===== src/rtl/reg_scoreboard.sv =====
// reg_scoreboard
//   Issue-side register scoreboard. For each of the 16 architectural
//   registers it counts the issued writers that have not yet written back.
//   Decode is stalled when it reads a register that has a pending writer,
//   or when its destination counter is already at its maximum.
//   Issue records writers. Write-back and squash retire them.
//
// Ports
//   clk, rst       rising-edge clock, asynchronous active-high reset
//   issue_valid    decode holds an instruction requesting issue
//   issue_wb_en    that instruction writes issue_dest
//   issue_dest     destination register of the decoding instruction
//   src1, src2     source registers (src2 only read when two_src)
//   two_src        src2 is a real operand
//   wb_valid/dest  a writer retires by write-back this cycle
//   kill_valid/dest a writer is squashed this cycle
//   stall          combinational issue block
//   issue_fire     instruction accepted this cycle (issue_valid & ~stall)
//   busy[r]        registered: register r has at least one pending writer
//   err            sticky: a retire arrived for a register with no writer
module reg_scoreboard #(
  parameter int CNT_W = 2
) (
  input  logic        clk,
  input  logic        rst,
  input  logic        issue_valid,
  input  logic        issue_wb_en,
  input  logic [3:0]  issue_dest,
  input  logic [3:0]  src1,
  input  logic [3:0]  src2,
  input  logic        two_src,
  input  logic        wb_valid,
  input  logic [3:0]  wb_dest,
  input  logic        kill_valid,
  input  logic [3:0]  kill_dest,
  output logic        stall,
  output logic        issue_fire,
  output logic [15:0] busy,
  output logic        err
);

  localparam logic [CNT_W-1:0] CNT_MAX  = {CNT_W{1'b1}};
  localparam logic [CNT_W-1:0] CNT_ZERO = {CNT_W{1'b0}};

  logic [CNT_W-1:0] cnt_r      [16];
  logic [CNT_W-1:0] cnt_nxt_s  [16];
  logic [CNT_W:0]   sum_s      [16];
  logic [CNT_W:0]   dec_s      [16];
  logic [15:0]      busy_r;
  logic [15:0]      busy_nxt_s;
  logic [15:0]      under_s;
  logic             err_r;
  logic             stall_s;
  logic             fire_s;
  logic             dest_full_s;

  // Hazard check against registered state only: a retire in this same
  // cycle does not release the dependent until the next cycle.
  always_comb begin
    dest_full_s = (cnt_r[issue_dest] == CNT_MAX);
    if (issue_valid) begin
      stall_s = busy_r[src1] | (two_src & busy_r[src2]) | (issue_wb_en & dest_full_s);
    end else begin
      stall_s = 1'b0;
    end
    fire_s = issue_valid & ~stall_s;
  end

  // Next counter value per register: net of one possible issue and up to
  // two retires (wb + kill), saturating at zero with an underflow flag.
  always_comb begin
    busy_nxt_s = 16'h0000;
    under_s    = 16'h0000;
    for (int r = 0; r < 16; r++) begin
      sum_s[r] = {1'b0, cnt_r[r]}
               + (CNT_W+1)'(fire_s & issue_wb_en & (issue_dest == 4'(r)));
      dec_s[r] = (CNT_W+1)'(wb_valid & (wb_dest == 4'(r)))
               + (CNT_W+1)'(kill_valid & (kill_dest == 4'(r)));
      if (dec_s[r] > sum_s[r]) begin
        under_s[r]   = 1'b1;
        cnt_nxt_s[r] = CNT_ZERO;
      end else begin
        under_s[r]   = 1'b0;
        cnt_nxt_s[r] = CNT_W'(sum_s[r] - dec_s[r]);
      end
      busy_nxt_s[r] = (cnt_nxt_s[r] != CNT_ZERO);
    end
  end

  // Counter, busy and sticky error state.
  always_ff @(posedge clk or posedge rst) begin
    if (rst) begin
      for (int r = 0; r < 16; r++) begin
        cnt_r[r] <= CNT_ZERO;
      end
      busy_r <= 16'h0000;
      err_r  <= 1'b0;
    end else begin
      for (int r = 0; r < 16; r++) begin
        cnt_r[r] <= cnt_nxt_s[r];
      end
      busy_r <= busy_nxt_s;
      err_r  <= err_r | (|under_s);
    end
  end

  assign stall      = stall_s;
  assign issue_fire = fire_s;
  assign busy       = busy_r;
  assign err        = err_r;

endmodule

===== config.mk =====
export PLATFORM = sky130hd
export DESIGN_NAME = reg_scoreboard
export DESIGN_NICKNAME = d
export VERILOG_FILES = /design/src/rtl/reg_scoreboard.sv
export SDC_FILE = /design/constraint.sdc
export NUM_CORES = 1
export LEC_CHECK = 0
export ABC_AREA = 1
export BUFFER_PORTS_ARGS = -buffer_cell sky130_fd_sc_hd__buf_2
export CORE_MARGIN = 5
export CORE_UTILIZATION = 35
export DETAILED_ROUTE_END_ITERATION = 8
export PLACE_DENSITY_LB_ADDON = 0.12
export SYNTH_ARGS = -nofsm -noshare
export SYNTH_HDL_FRONTEND = slang
export SYNTH_SLANG_ARGS = --single-unit

===== constraint.sdc =====
create_clock -name clk -period 2.88 [get_ports clk]
set_input_delay 0.432 -clock clk [delete_from_list [all_inputs] [get_ports clk]]
set_output_delay 0.432 -clock clk [all_outputs]
set_load 0.1 [all_outputs]

==> results of run 1 <==
[kinds of logic after synthesis]
group                      count (synthesis)  share of synthesized area
AOI/OAI and AO/OA                         45                     0.0585
DFF                                       49                      0.271
buffers and inverters                    131                      0.112
and+or+nand+nor                          301                      0.275
adders and majority gates                 96                      0.265
xor gates and xnor gates                  10                     0.0193
[worst max-delay path: stages (launching register included)]
cell and delay [ps]:
sky130_fd_sc_hd__dfrtp_4 500, sky130_fd_sc_hd__nor2_2 110, sky130_fd_sc_hd__nor2_1 40, sky130_fd_sc_hd__nand2_1 80
sky130_fd_sc_hd__nand3_2 90, sky130_fd_sc_hd__nand3_2 80, sky130_fd_sc_hd__nand2_2 60, sky130_fd_sc_hd__a21oi_4 180
sky130_fd_sc_hd__nand4_4 150, sky130_fd_sc_hd__buf_8 180, sky130_fd_sc_hd__buf_4 150, sky130_fd_sc_hd__nor2_4 150
sky130_fd_sc_hd__ha_4 150, sky130_fd_sc_hd__ha_4 190, sky130_fd_sc_hd__inv_2 60, sky130_fd_sc_hd__ha_4 200
sky130_fd_sc_hd__a21oi_2 150, sky130_fd_sc_hd__nor2_2 70, sky130_fd_sc_hd__nand2_2 80, sky130_fd_sc_hd__nand4_1 90
sky130_fd_sc_hd__nor3_1 190, sky130_fd_sc_hd__nand3_1 100
[repair_timing]
| action | 4_1_cts | 5_1_grt |
|---|---|---|
| pin swaps | 33 | 81 |
| hold buffers | 0 | 0 |
| setup buffers | 14 | 16 |
| endpoints found under the setup margin | 43 | 49 |
| resized for setup | 82 | 185 |
[cell usage after synthesis, types with 2 or more instances]
cell type,count
sky130_fd_sc_hd__nand2_1,157
sky130_fd_sc_hd__inv_1,123
sky130_fd_sc_hd__ha_1,96
sky130_fd_sc_hd__nor2_1,83
sky130_fd_sc_hd__dfrtp_1,49
sky130_fd_sc_hd__nand3_1,41
sky130_fd_sc_hd__o21ai_0,17
sky130_fd_sc_hd__a21oi_1,13
sky130_fd_sc_hd__xnor2_1,10
sky130_fd_sc_hd__a21o_1,6
sky130_fd_sc_hd__or2_2,6
sky130_fd_sc_hd__a211oi_1,4
sky130_fd_sc_hd__nand4_1,4
sky130_fd_sc_hd__nor2_2,4
sky130_fd_sc_hd__inv_2,3
sky130_fd_sc_hd__buf_2,2
sky130_fd_sc_hd__o211ai_1,2
[layout make-up]
type                    count  area, µm²
fillers                  1142       5320
clock inverters             2       35.0
flip-flops and latches     49       1290
multi-input cells         452       3970
well taps                 172        215
repair buffers            160       1230
clock buffers               5        125
inverters                 127        500
[worst paths after layout]
check / startpoint / end / slack, ps
setup reg to reg: busy[2] / err / -310
setup / recovery: busy[2] / err / -310
max in group asynchronous: rst / cnt_r[27] / 1930
hold reg to reg: err / err / 670
min in group clk: err / err / 670
hold / removal: rst / cnt_r[4] / 310
[power by group]
| part | switching [mW] | leakage [nW] | internal [mW] |
|---|---|---|---|
| sequential | 0.181 | 0.624 | 0.970 |
| clock | 0.271 | 0.0797 | 0.404 |
| combinational | 2.36 | 2.88 | 1.70 |
| total | 2.81 | 3.58 | 3.08 |
[metrics by stage]
stage | util | std cells
after floorplan | - | 632
after global placement | 0.464 | 939
after detailed placement | 0.464 | 939
after CTS | 0.508 | 956
after global routing | 0.580 | 967
final | 0.580 | 967
[layer usage]
metal  up-vias  track usage
li1       2294            -
met1      2198        0.243
met2       136        0.330
met3        28       0.0245
met4         0       0.0671
met5         -            0
[sequential cells by signal (all words and copies together), names as in the netlist]
name   count
cnt_r     32
err        1
busy      16
==> results by stage, run 1 <==
Placement:
- The pre-CTS setup slack is -941 ps.
- After detailed placement, the total cell area comes to 5880 µm².
- The quantity of I/O buffers inserted on ports is 45.
- After legalization and detailed placement, the total HPWL measured 11400 µm.
- The final estimated routing congestion in global placement is 0.937.

Floorplanning:
- The y dimension of the die is 124 µm.
- The area of the placeable core is 12700 µm².
- The width of the die is 124 µm.
- Pin placement for this block handled 46 I/O pins.
- The effective utilization at floorplan is 0.358.
- The number of standard-cell rows in the floorplan is 41.
- The floorplan step defined a die boundary enclosing 15300 µm².

Clock network:
- The clock buffer count from CTS is 5.
- The insertion delay of the later-clocked pin in the worst-skew pair is 290 ps.
- The clock-pin slew on the worst setup and hold paths is 70 ps.
- The clock tree from TritonCTS is built.
- The longest clock path from root to sink contains 2 buffers.
- CTS placed an instance of sky130_fd_sc_hd__clkbuf_16 at the clock tree root.
- The maximum level of the CTS H-tree is 2.
- The clock sink total is 49.

Yosys:
- The biggest area contributor in the post-synthesis netlist is sky130_fd_sc_hd__dfrtp_1.
- When the netlist entered floorplanning its net count stood at 755.
- The count of different cell masters after synthesis is 29.
- By area the synthesized netlist is led by sky130_fd_sc_hd__dfrtp_1 (27%), sky130_fd_sc_hd__ha_1 (27%), sky130_fd_sc_hd__nand2_1 (13%), sky130_fd_sc_hd__inv_1 (10%), sky130_fd_sc_hd__nor2_1 (6.9%).
- Synthesis produced 632 cells.
- The per-instance average area after synthesis is 7.17 µm².
- The area of the mapped netlist is 4530 µm².
- Yosys printed 0 warnings.
- The share of the Yosys chip area taken by registers is 0.271.
- After synthesis, the share of flip-flops with an asynchronous set or reset is 1.00.
- The area share of the largest cell type after synthesis is 0.271.
- In the synthesized netlist the dominant register cell turns out to be sky130_fd_sc_hd__dfrtp_1.
- The number of enable-type register cells in the synthesized netlist is 0.
- The number of synthesized register bits is 49.

Timing:
- The top achievable clock speed is 0.314 GHz.
- Between clock sinks in the finished design, the worst skew comes to 6.05 ps.
- The final total negative setup slack is -3400 ps.
- Setup repair after global routing could not meet its margin everywhere.
- Of the available clock period, the critical path in the final layout requires 1.11.
- The hold violation total from the final report was 0.
- The worst hold margin is 310 ps.
- The final number of max-transition violations is 0.
- The total setup violations reported at the end of the flow is 32.
- The worst max-slew margin expressed relative to the limit is 0.441.
- The worst setup margin is -306 ps.
- The smallest clock period supported by the final layout is computed as 3190 ps.
- The slew at the pin closest to its max-slew limit is 837 ps.

Flow run:
- The tool flagged a number of max-cap violations equal to 0.

Power and ir drop:
- The design draws 5.88 mW.
- The largest voltage drop on the vdd net is 0.267 mV.
- The power density over the cells is 800 nW/µm².
- The leakage component of the power is 3.58 nW.

Route:
- For this block, the via count after detailed routing is 4656.
- The post-route met1 wirelength is 6380 µm.
- The number of DRC violations after detailed routing is 0.
- The routed length on met2 is 7360 µm.
- The highest metal layer with signal wires is met4.
- The total routed wirelength is 14900 µm.
- The count of nets left with antenna violations once routing finished came out at 0.
- The amount of wire on met3 after detailed routing is 717 µm.
- The average vias per placed instance is 4.81.
- Dividing the detail-routed wire length by the instance count gives 15.4 µm.
- The number of search-and-repair iterations in the first detailed-routing pass is 7.
- After the first detailed-routing iteration, the DRC count stood at 247.

Global route:
- The global route total overflow is 0.
- The aggregate global-route resource usage is 0.190.
- The wire length of the first global-routing pass is 22300 µm.
- The largest net degree at the start of global routing is 38.
- The via count of the first global-routing pass is 4620.
- The number of antenna violations at the first check in global routing is 1.

Layout:
- The most common cell after layout, fill and taps aside is sky130_fd_sc_hd__nand2_1.
- The number of antenna diodes is 0.
- At the end of the flow, the number of nets in the layout was 918.
- The library cells used most frequently in the layout, excluding fill and tap cells, are sky130_fd_sc_hd__nand2_1 (133), sky130_fd_sc_hd__buf_4 (90), sky130_fd_sc_hd__inv_1 (85).
- The finished cells cover 7350 µm².
- The signed area change from the synthesized netlist to the final layout is 62.3%.
- In the final layout, the share of cells above drive strength 1 is 0.484.

Worst setup path:
- STA classifies the critical path endpoint as a flop.
- The data arrival time of the worst path is 3350 ps.
- For the worst setup path, the data required time is 3040 ps.
- The worst setup path is of the flop to flop kind.
- STA classifies the critical path startpoint as a flop.
- Along the worst path, the maximum fanout reaches 6.
- The number of cells on the worst reg-to-reg path is 21.

Worst hold path:
- The tightest min-delay check is of the primary input to asynchronous set/reset pin type.

Status:
- The run finished, with violations left.
- The final reports fail on negative setup slack.
Power figures use the tool's default switching activity.
==> run 2: changes to the inputs <==
--- a/config.mk
+++ b/config.mk
@@ -11,6 +11,7 @@
 export CORE_UTILIZATION = 35
 export DETAILED_ROUTE_END_ITERATION = 8
 export PLACE_DENSITY_LB_ADDON = 0.12
+export SETUP_SLACK_MARGIN = 0.2
 export SYNTH_ARGS = -nofsm -noshare
 export SYNTH_HDL_FRONTEND = slang
 export SYNTH_SLANG_ARGS = --single-unit
==> run 2 against run 1 <==
The flow still finishes with violations (negative setup slack). Highest routed layer unchanged. First-iteration DRC count shrank 32%. Sequential power rose by 3%. Routed wire length up 6.3%. Critical path type unchanged.
==> results by stage, run 2 (same netlist as run 1, synthesis figures left out) <==
Global route:
- For this run the aggregate overflow at the end of global routing stands at 0.
- Entering global routing, the biggest net connects 36 pins.
- In the global route stage, overall resource usage came out at 0.206.
- The via count of the first global-routing pass came to 4793.
- The number of antenna violations at the first check in global routing is 0.
- The first global-routing pass estimated 23700 µm of wire.

Status:
- The checks that failed: negative setup slack.
- The run finished, with violations left.

Route:
- The total routed wirelength is 15800 µm.
- In the routed layout, each cell is associated on average with a via count of 4.80.
- Wire segments on met3 add up to 545 µm in the final route.
- After detailed routing, the met2 layer carries 8080 µm of wire.
- The number of DRC violations after detailed routing is 0.
- The highest metal layer with signal wires is met4.
- The detail route stage leaves a number of antenna-violating nets equal to 0.
- For this block, the via count after detailed routing is 4764.
- After detailed routing, the average wire length per cell comes to 15.9 µm.
- The post-route met1 wirelength is 6760 µm.
- The number of DRC markers in iteration 0 is 169.
- The first detailed-routing pass ran for 5 iterations.

Power and ir drop:
- Of the total power, combinational logic draws 0.702.
- The share of total power dissipated in sequential elements is 0.193.
- The switching share of power is 0.479.
- In this run the static leakage power is 3.75 nW.
- The clock network fraction of design power is 0.105.
- The switching component of the power is 2.94 mW.
- The internal power consumption is 3.20 mW.
- IR analysis of the VDD net gives a maximum drop of 0.484 mV.
- Dividing total power by cell area gives a power density of 792 nW/µm².
- Summing internal, switching and leakage power gives 6.14 mW.

Timing:
- Counting I/O delays and the setup requirement, the final critical path takes 3110 ps.
- The share of the cycle needed by the critical path after routing is 1.08.
- The top achievable clock speed is 0.322 GHz.
- The worst hold margin is 283 ps.
- Setup violations remaining at the end of the flow were counted as 29.
- The final number of max-transition violations was 0.
- The worst setup margin is -226 ps.
- For the final database, setup skew stands at 13.3 ps.
- The worst max-slew margin expressed relative to the limit is 0.449.
- The slew at the pin closest to its max-slew limit is 826 ps.
- The hold violation total from the final report is 0.
- Setup repair after global routing could not meet its margin everywhere.

Clock network:
- The clock tree synthesis step divided the H-tree into 2 levels.
- TritonCTS built the clock tree.
- CTS placed an instance of sky130_fd_sc_hd__clkbuf_16 at the clock tree root.
- The clock sink total is 49.
- The clock-pin slew on the worst setup and hold paths is 80 ps.
- The insertion delay of the later-clocked pin in the worst-skew pair is 310 ps.
- The clock tree buffer depth is 2.
- In this run, CTS created clock tree buffers numbering 5.

Floorplanning:
- Row generation in the floorplan step produced 41 rows.
- The total area inside the core boundary comes to 12700 µm².
- From left edge to right edge, the die measures 124 µm.
- The number of ports placed on the die boundary is 46.
- The floorplan step set the die height to 124 µm.
- The overall die area is 15300 µm².
- The initial utilization of the core area, before any placement, comes to 0.358.

Worst setup path:
- The category of the most critical setup path is flop to flop.
- The delay contributed by the slowest stage of the critical path is 500 ps.
- The capture instance of the worst register-to-register path is err.
- The largest fanout on the critical path is 7.
- The worst setup path is captured at a flop.
- The startpoint identified for the worst register-to-register timing path is busy[1].
- The number of cells on the worst reg-to-reg path is 20.
- For this design, the slowest cell found on the critical path is sky130_fd_sc_hd__dfrtp_4.
- The required time reported for the critical path endpoint is 3070 ps.
- Setup slack on the worst reg-to-reg path comes out at -230 ps.
- The kind of launch point of the worst setup path is a flop.
- The data arrival time of the worst path is 3290 ps.
- Traced cell by cell, the critical path runs through inv_4 > nand2_2 > nand3_1 > nand3_1 > nand3_2 > nand2_2 > a21oi_4 > nand4_4 > buf_8 > buf_6 > nor2_4 > ha_4 > ha_4 > inv_2 > ha_4 > a21oi_4 > a211oi_4 > buf_6 > nor3_2 > nand3_1.

Worst hold path:
- The class of the tightest hold or removal check is primary input to asynchronous set/reset pin.

Layout:
- In the layout the commonest cells are sky130_fd_sc_hd__nand2_1 (124), sky130_fd_sc_hd__buf_4 (101), sky130_fd_sc_hd__inv_1 (79).
- The signed area change from the synthesized netlist to the final layout is 71.2%.
- The number of antenna diodes is 0.
- The largest register by flop count is cnt_r.
- The most common cell after layout, fill and taps aside is sky130_fd_sc_hd__nand2_1.
- Of the cells placed in the final design, the portion with a size suffix greater than 1 is 0.543.
- The total number of nets in the final design is 942.
- The flip-flop count of the largest register, all copies and words added is 32.

Placement:
- The final estimated routing congestion in global placement is 0.862.
- The half-perimeter wire length of the detailed placement result is 12300 µm.
- Input and output buffers added on the ports amount to 45.

Flow run:
- Across the run, the number of max-cap violations was 0.
## run 2: routing by layer
metal	track usage	up-vias
li1	-	2349
met1	0.251	2280
met2	0.371	101
met3	0.0332	34
met4	0.0595	0
met5	0	-
## run 2: worst max path at each step
stage / endpoint / slack [ps] / startpoint / cells past startpoint
after floorplan: err / -50 / busy[5] / 20
after global placement: busy[9] / -750 / issue_dest[0] / 19
after detailed placement: busy[9] / -770 / issue_dest[0] / 19
after CTS: err / -210 / busy[12] / 20
after global routing: cnt_r[17] / -410 / busy[1] / 22
final: err / -230 / busy[1] / 20
## run 2: what timing repair did
item / in CTS / in global routing
setup buffers: 15 / 16
setup endpoints to repair: 49 / 49
pin swaps: 57 / 76
gates resized for setup: 139 / 171
hold buffers: 0 / 0
## run 2: layout make-up
cell class / instances / area, µm²
fill: 1118 / 4910
multi-input combinational: 452 / 4120
tap: 172 / 215
clock buffer: 5 / 125
inverter: 127 / 509
timing repair buffer: 184 / 1480
sequential: 49 / 1280
clock inverter: 3 / 28.8
## run 2: worst max-delay path: cells and delay by family (launching register included)
family,cells,cell delay (ps)
AOI/OAI and AO/OA,3,400
buffers and inverters,5,560
and+or+nand+nor,9,930
DFF,1,500
adders and majority gates,3,570
## run 2: through the flow
step           setup TNS [ps]  area [µm²]  setup slack, ps  std cells   util
2_1_floorplan           -52.9        4830            -52.9        632      -
3_3_place_gp           -17810        6080             -746        953  0.480
3_5_place_dp           -21390        6080             -775        953  0.480
4_1_cts                 -1300        6890             -209        976  0.544
5_1_grt                 -8280        7760             -407        992  0.612
6_report                -2630        7760             -226        992  0.612
## run 2: power groups by stage
stage	logic, mW	clock network (mW)	registers [mW]
after floorplan	1.24	0	1.78
after global routing	4.62	0.679	1.21
after CTS	3.60	0.652	1.16
after global placement	3.01	0	1.16
final	4.31	0.645	1.19
after detailed placement	3.05	0	1.16
==> run 3: changes to the inputs <==
--- a/config.mk
+++ b/config.mk
@@ -10,6 +10,7 @@
 export CORE_MARGIN = 5
 export CORE_UTILIZATION = 35
 export DETAILED_ROUTE_END_ITERATION = 8
+export GPL_TIMING_DRIVEN = 0
 export PLACE_DENSITY_LB_ADDON = 0.12
 export SETUP_SLACK_MARGIN = 0.2
 export SYNTH_ARGS = -nofsm -noshare
==> constraint.sdc (replaced) <==
create_clock -name clk -period 2.6 [get_ports clk]
set_input_delay 0.39 -clock clk [delete_from_list [all_inputs] [get_ports clk]]
set_output_delay 0.39 -clock clk [all_outputs]
set_load 0.1 [all_outputs]
==> run 3 against run 2 <==
The flow still finishes with violations (negative setup slack). Utilization down 7.7 points. Highest routed layer unchanged. Power down 4.4%. Routed wire length down 14%.
==> results by stage, run 3 (same netlist as run 1, synthesis figures left out) <==
Worst setup path:
- The critical path contains buffers and inverters numbering 6 combined.
- The standard cell with the maximum stage delay on the critical path is sky130_fd_sc_hd__dfrtp_4.
- In this run the worst setup path terminates at err.
- The critical path in this run is classified as flop to flop.
- The number of cells on the worst reg-to-reg path is 23.
- The data arrival time of the worst path is 3370 ps.
- In this design, the stage delay of the slowest critical-path cell is 470 ps.
- In this run the number of cells on the critical path is 23.
- Broken down by cell family, the worst path's largest delay share belongs to simple AND/OR/NAND/NOR gates.
- The launching element of the worst setup path is busy[5].
- STA classifies the critical path endpoint as a flop.
- In this run the worst path has a maximum fanout of 7.
- The reg2reg setup slack is -600 ps.
- The required time reported for the critical path endpoint is 2770 ps.
- The capture instance of the worst register-to-register path is err.
- The kind of launch point of the worst setup path is a flop.
- The startpoint identified for the worst register-to-register timing path is busy[5].
- The signal on the critical path passes through inv_2 > nand2_1 > nand3_1 > nand3_1 > nand3_1 > nand2_2 > a21oi_4 > nand4_4 > buf_8 > buf_4 > nor2_4 > ha_4 > ha_4 > inv_2 > ha_4 > inv_2 > nor2_2 > o21bai_1 > a21oi_2 > inv_2 > nand4_1 > nor2_2 > nand3_1.

Layout:
- The number of antenna diodes in the final layout is 0.
- The top cell types in the final layout, fill and taps aside, are sky130_fd_sc_hd__nand2_1 (139), sky130_fd_sc_hd__inv_1 (93), sky130_fd_sc_hd__nor2_1 (53).
- The most common cell after layout, fill and taps aside is sky130_fd_sc_hd__nand2_1.
- Ranked by flip-flop count, first place goes to cnt_r.
- Relative to the synthesized area, the layout overhead comes to 49.5%.
- After the last flow step, the layout net total stands at 861.
- Of the cells placed in the final design, the portion with a size suffix greater than 1 is 0.413.
- The flip-flop count of the largest register, all copies and words added is 32.
- The count of placed standard cells in the final layout, fillers left out is 911.

Power and ir drop:
- The worst-case IR drop observed on VDD is 0.268 mV.
- The power density over the cells is 867 nW/µm².
- The analysis attributes to cell leakage a power of 3.26 nW.

Global route:
- The wire length of the first global-routing pass is 21300 µm.
- The largest net degree at the start of global routing is 38.
- In the global route stage, overall resource usage came out at 0.181.
- The via count of the first global-routing pass was 4222.
- The total overflow left after global routing is 0.
- The number of antenna violations at the first check in global routing is 1.

Route:
- Using the TritonRoute via totals, the vias-per-cell ratio works out to 4.75.
- For this run, the detailed router's first-pass iteration total came to 4.
- In the routed design, unresolved DRC markers number 0.
- In this run, the number of DRC markers left after iteration 0 of detailed routing was 162.
- Wires add up to 13600 µm.
- After detailed routing, the average wire length per cell comes to 14.9 µm.
- The final antenna-violating net count is 0.
- The routed layout has 4324 vias.

Timing:
- Across all setup checks in the final design, the least slack found is -601 ps.
- The share of the cycle needed by the critical path after routing is 1.23.
- The worst hold margin is 36.3 ps.
- Setup violations remaining at the end of the flow were counted as 50.
- For the final database, setup skew stands at 6.44 ps.
- Derived from the worst setup path, the maximum achievable clock frequency is 0.312 GHz.
- The final number of max-transition violations is 0.
- For the pin with the worst max-slew slack, the measured transition is 514 ps.
- The hold violation total from the final report is 0.
- Headroom to the max-slew limit came out at 0.656.
- Setup repair after global routing could not meet its margin everywhere.
- Subtracting the final worst setup slack from the clock period gives 3200 ps.

Floorplanning:
- The y dimension of the die is 124 µm.
- The number of standard-cell rows in the floorplan is 41.
- The area of the placeable core is 12700 µm².
- Measured along the x axis, the die boundary spans 124 µm.
- The die covers 15300 µm².
- The effective utilization at floorplan is 0.358.
- The number of ports placed on the die boundary is 46.

Placement:
- The count of buffers added on input and output ports is 44.
- Detailed placement finished with a half-perimeter wire length of 10300 µm.
- Routability-driven placement finished with a final weighted congestion of 0.852.
- After detailed placement, the design holds a cell count of 849.
- OpenSTA, run right after detailed placement, puts the worst setup slack at -1320 ps.

Clock network:
- The clock-pin slew on the worst setup and hold paths is 70 ps.
- The maximum level of the CTS H-tree is 2.
- TritonCTS built the clock tree.
- In this run the clock root is driven by a sky130_fd_sc_hd__clkbuf_16.
- The clock buffer count from CTS is 5.
- The tree built by TritonCTS fans out to 49 sinks.
- The clock passes through at most 2 buffers.
- At the later pin of the worst-skew pair, clock insertion delay measures 300 ps.

Status:
- The run finished, with violations left.
- The final reports fail on negative setup slack.

Worst hold path:
- The class of the tightest hold or removal check is primary input to asynchronous set/reset pin.

Flow run:
- The max-cap violation count is 0.
-- run 3: repair_timing --
item	in CTS	in global routing
cloned	0	0
setup endpoints to repair	51	51
setup buffers	38	16
pin swaps	28	36
gates resized for setup	121	60
hold buffers	0	0
-- run 3: power breakdown --
part	switching (mW)	internal, mW	leakage (nW)	total, mW
clock	0.304	0.481	0.0831	0.784
combinational	2.32	1.48	2.55	3.80
sequential	0.223	1.07	0.624	1.29
total	2.84	3.03	3.26	5.87
-- run 3: worst register-to-register path, cell delays in order, from the launching register on --
cell                       delay (ps)
sky130_fd_sc_hd__dfrtp_4          470
sky130_fd_sc_hd__inv_2             70
sky130_fd_sc_hd__nand2_1           50
sky130_fd_sc_hd__nand3_1           80
sky130_fd_sc_hd__nand3_1           90
sky130_fd_sc_hd__nand3_1          110
sky130_fd_sc_hd__nand2_2           80
sky130_fd_sc_hd__a21oi_4          160
sky130_fd_sc_hd__nand4_4          200
sky130_fd_sc_hd__buf_8            210
sky130_fd_sc_hd__buf_4            140
sky130_fd_sc_hd__nor2_4           100
sky130_fd_sc_hd__ha_4             150
sky130_fd_sc_hd__ha_4             190
sky130_fd_sc_hd__inv_2             60
sky130_fd_sc_hd__ha_4             190
sky130_fd_sc_hd__inv_2             50
sky130_fd_sc_hd__nor2_2            30
sky130_fd_sc_hd__o21bai_1         170
sky130_fd_sc_hd__a21oi_2           60
sky130_fd_sc_hd__inv_2             70
sky130_fd_sc_hd__nand4_1           90
sky130_fd_sc_hd__nor2_2           170
sky130_fd_sc_hd__nand3_1           90
-- run 3: cell type report --
class	count	area (µm²)
clock inverter	2	37.5
fill	1187	5890
sequential	49	1280
buffer	4	40.0
inverter	127	494
timing repair buffer	99	738
clock buffer	6	139
tap	172	215
multi-input combinational	452	3830
-- run 3: layer usage --
layer / routed length, µm / share of wire / GRT usage / vias to the layer above
met5: 0 / 0 / 0 / -
met4: 242 / 0.018 / 0.0471 / 0
met3: 634 / 0.047 / 0.0227 / 12
met2: 6630 / 0.49 / 0.313 / 89
met1: 6080 / 0.45 / 0.238 / 2046
li1: - / - / - / 2177
-- run 3: how the worst min path moves through the flow --
| stage | end | slack, ps | cells after the start |
|---|---|---|---|
| after floorplan | cnt_r[18] | 620 | 3 |
| after global placement | err | 640 | 4 |
| after detailed placement | busy[8] | 360 | 2 |
| after CTS | busy[8] | 50 | 2 |
| after global routing | busy[3] | 50 | 2 |
| final | busy[3] | 40 | 2 |
-- run 3: stage by stage --
step	total power [mW]	setup TNS [ps]	util	cell area [µm²]
global route	6.25	-22740	0.535	6780
CTS	5.54	-11800	0.503	6370
floorplan	3.51	-5590	-	5000
global placement	4.06	-42630	0.429	5440
finish	5.87	-15340	0.535	6780
detailed placement	4.11	-41600	0.431	5460
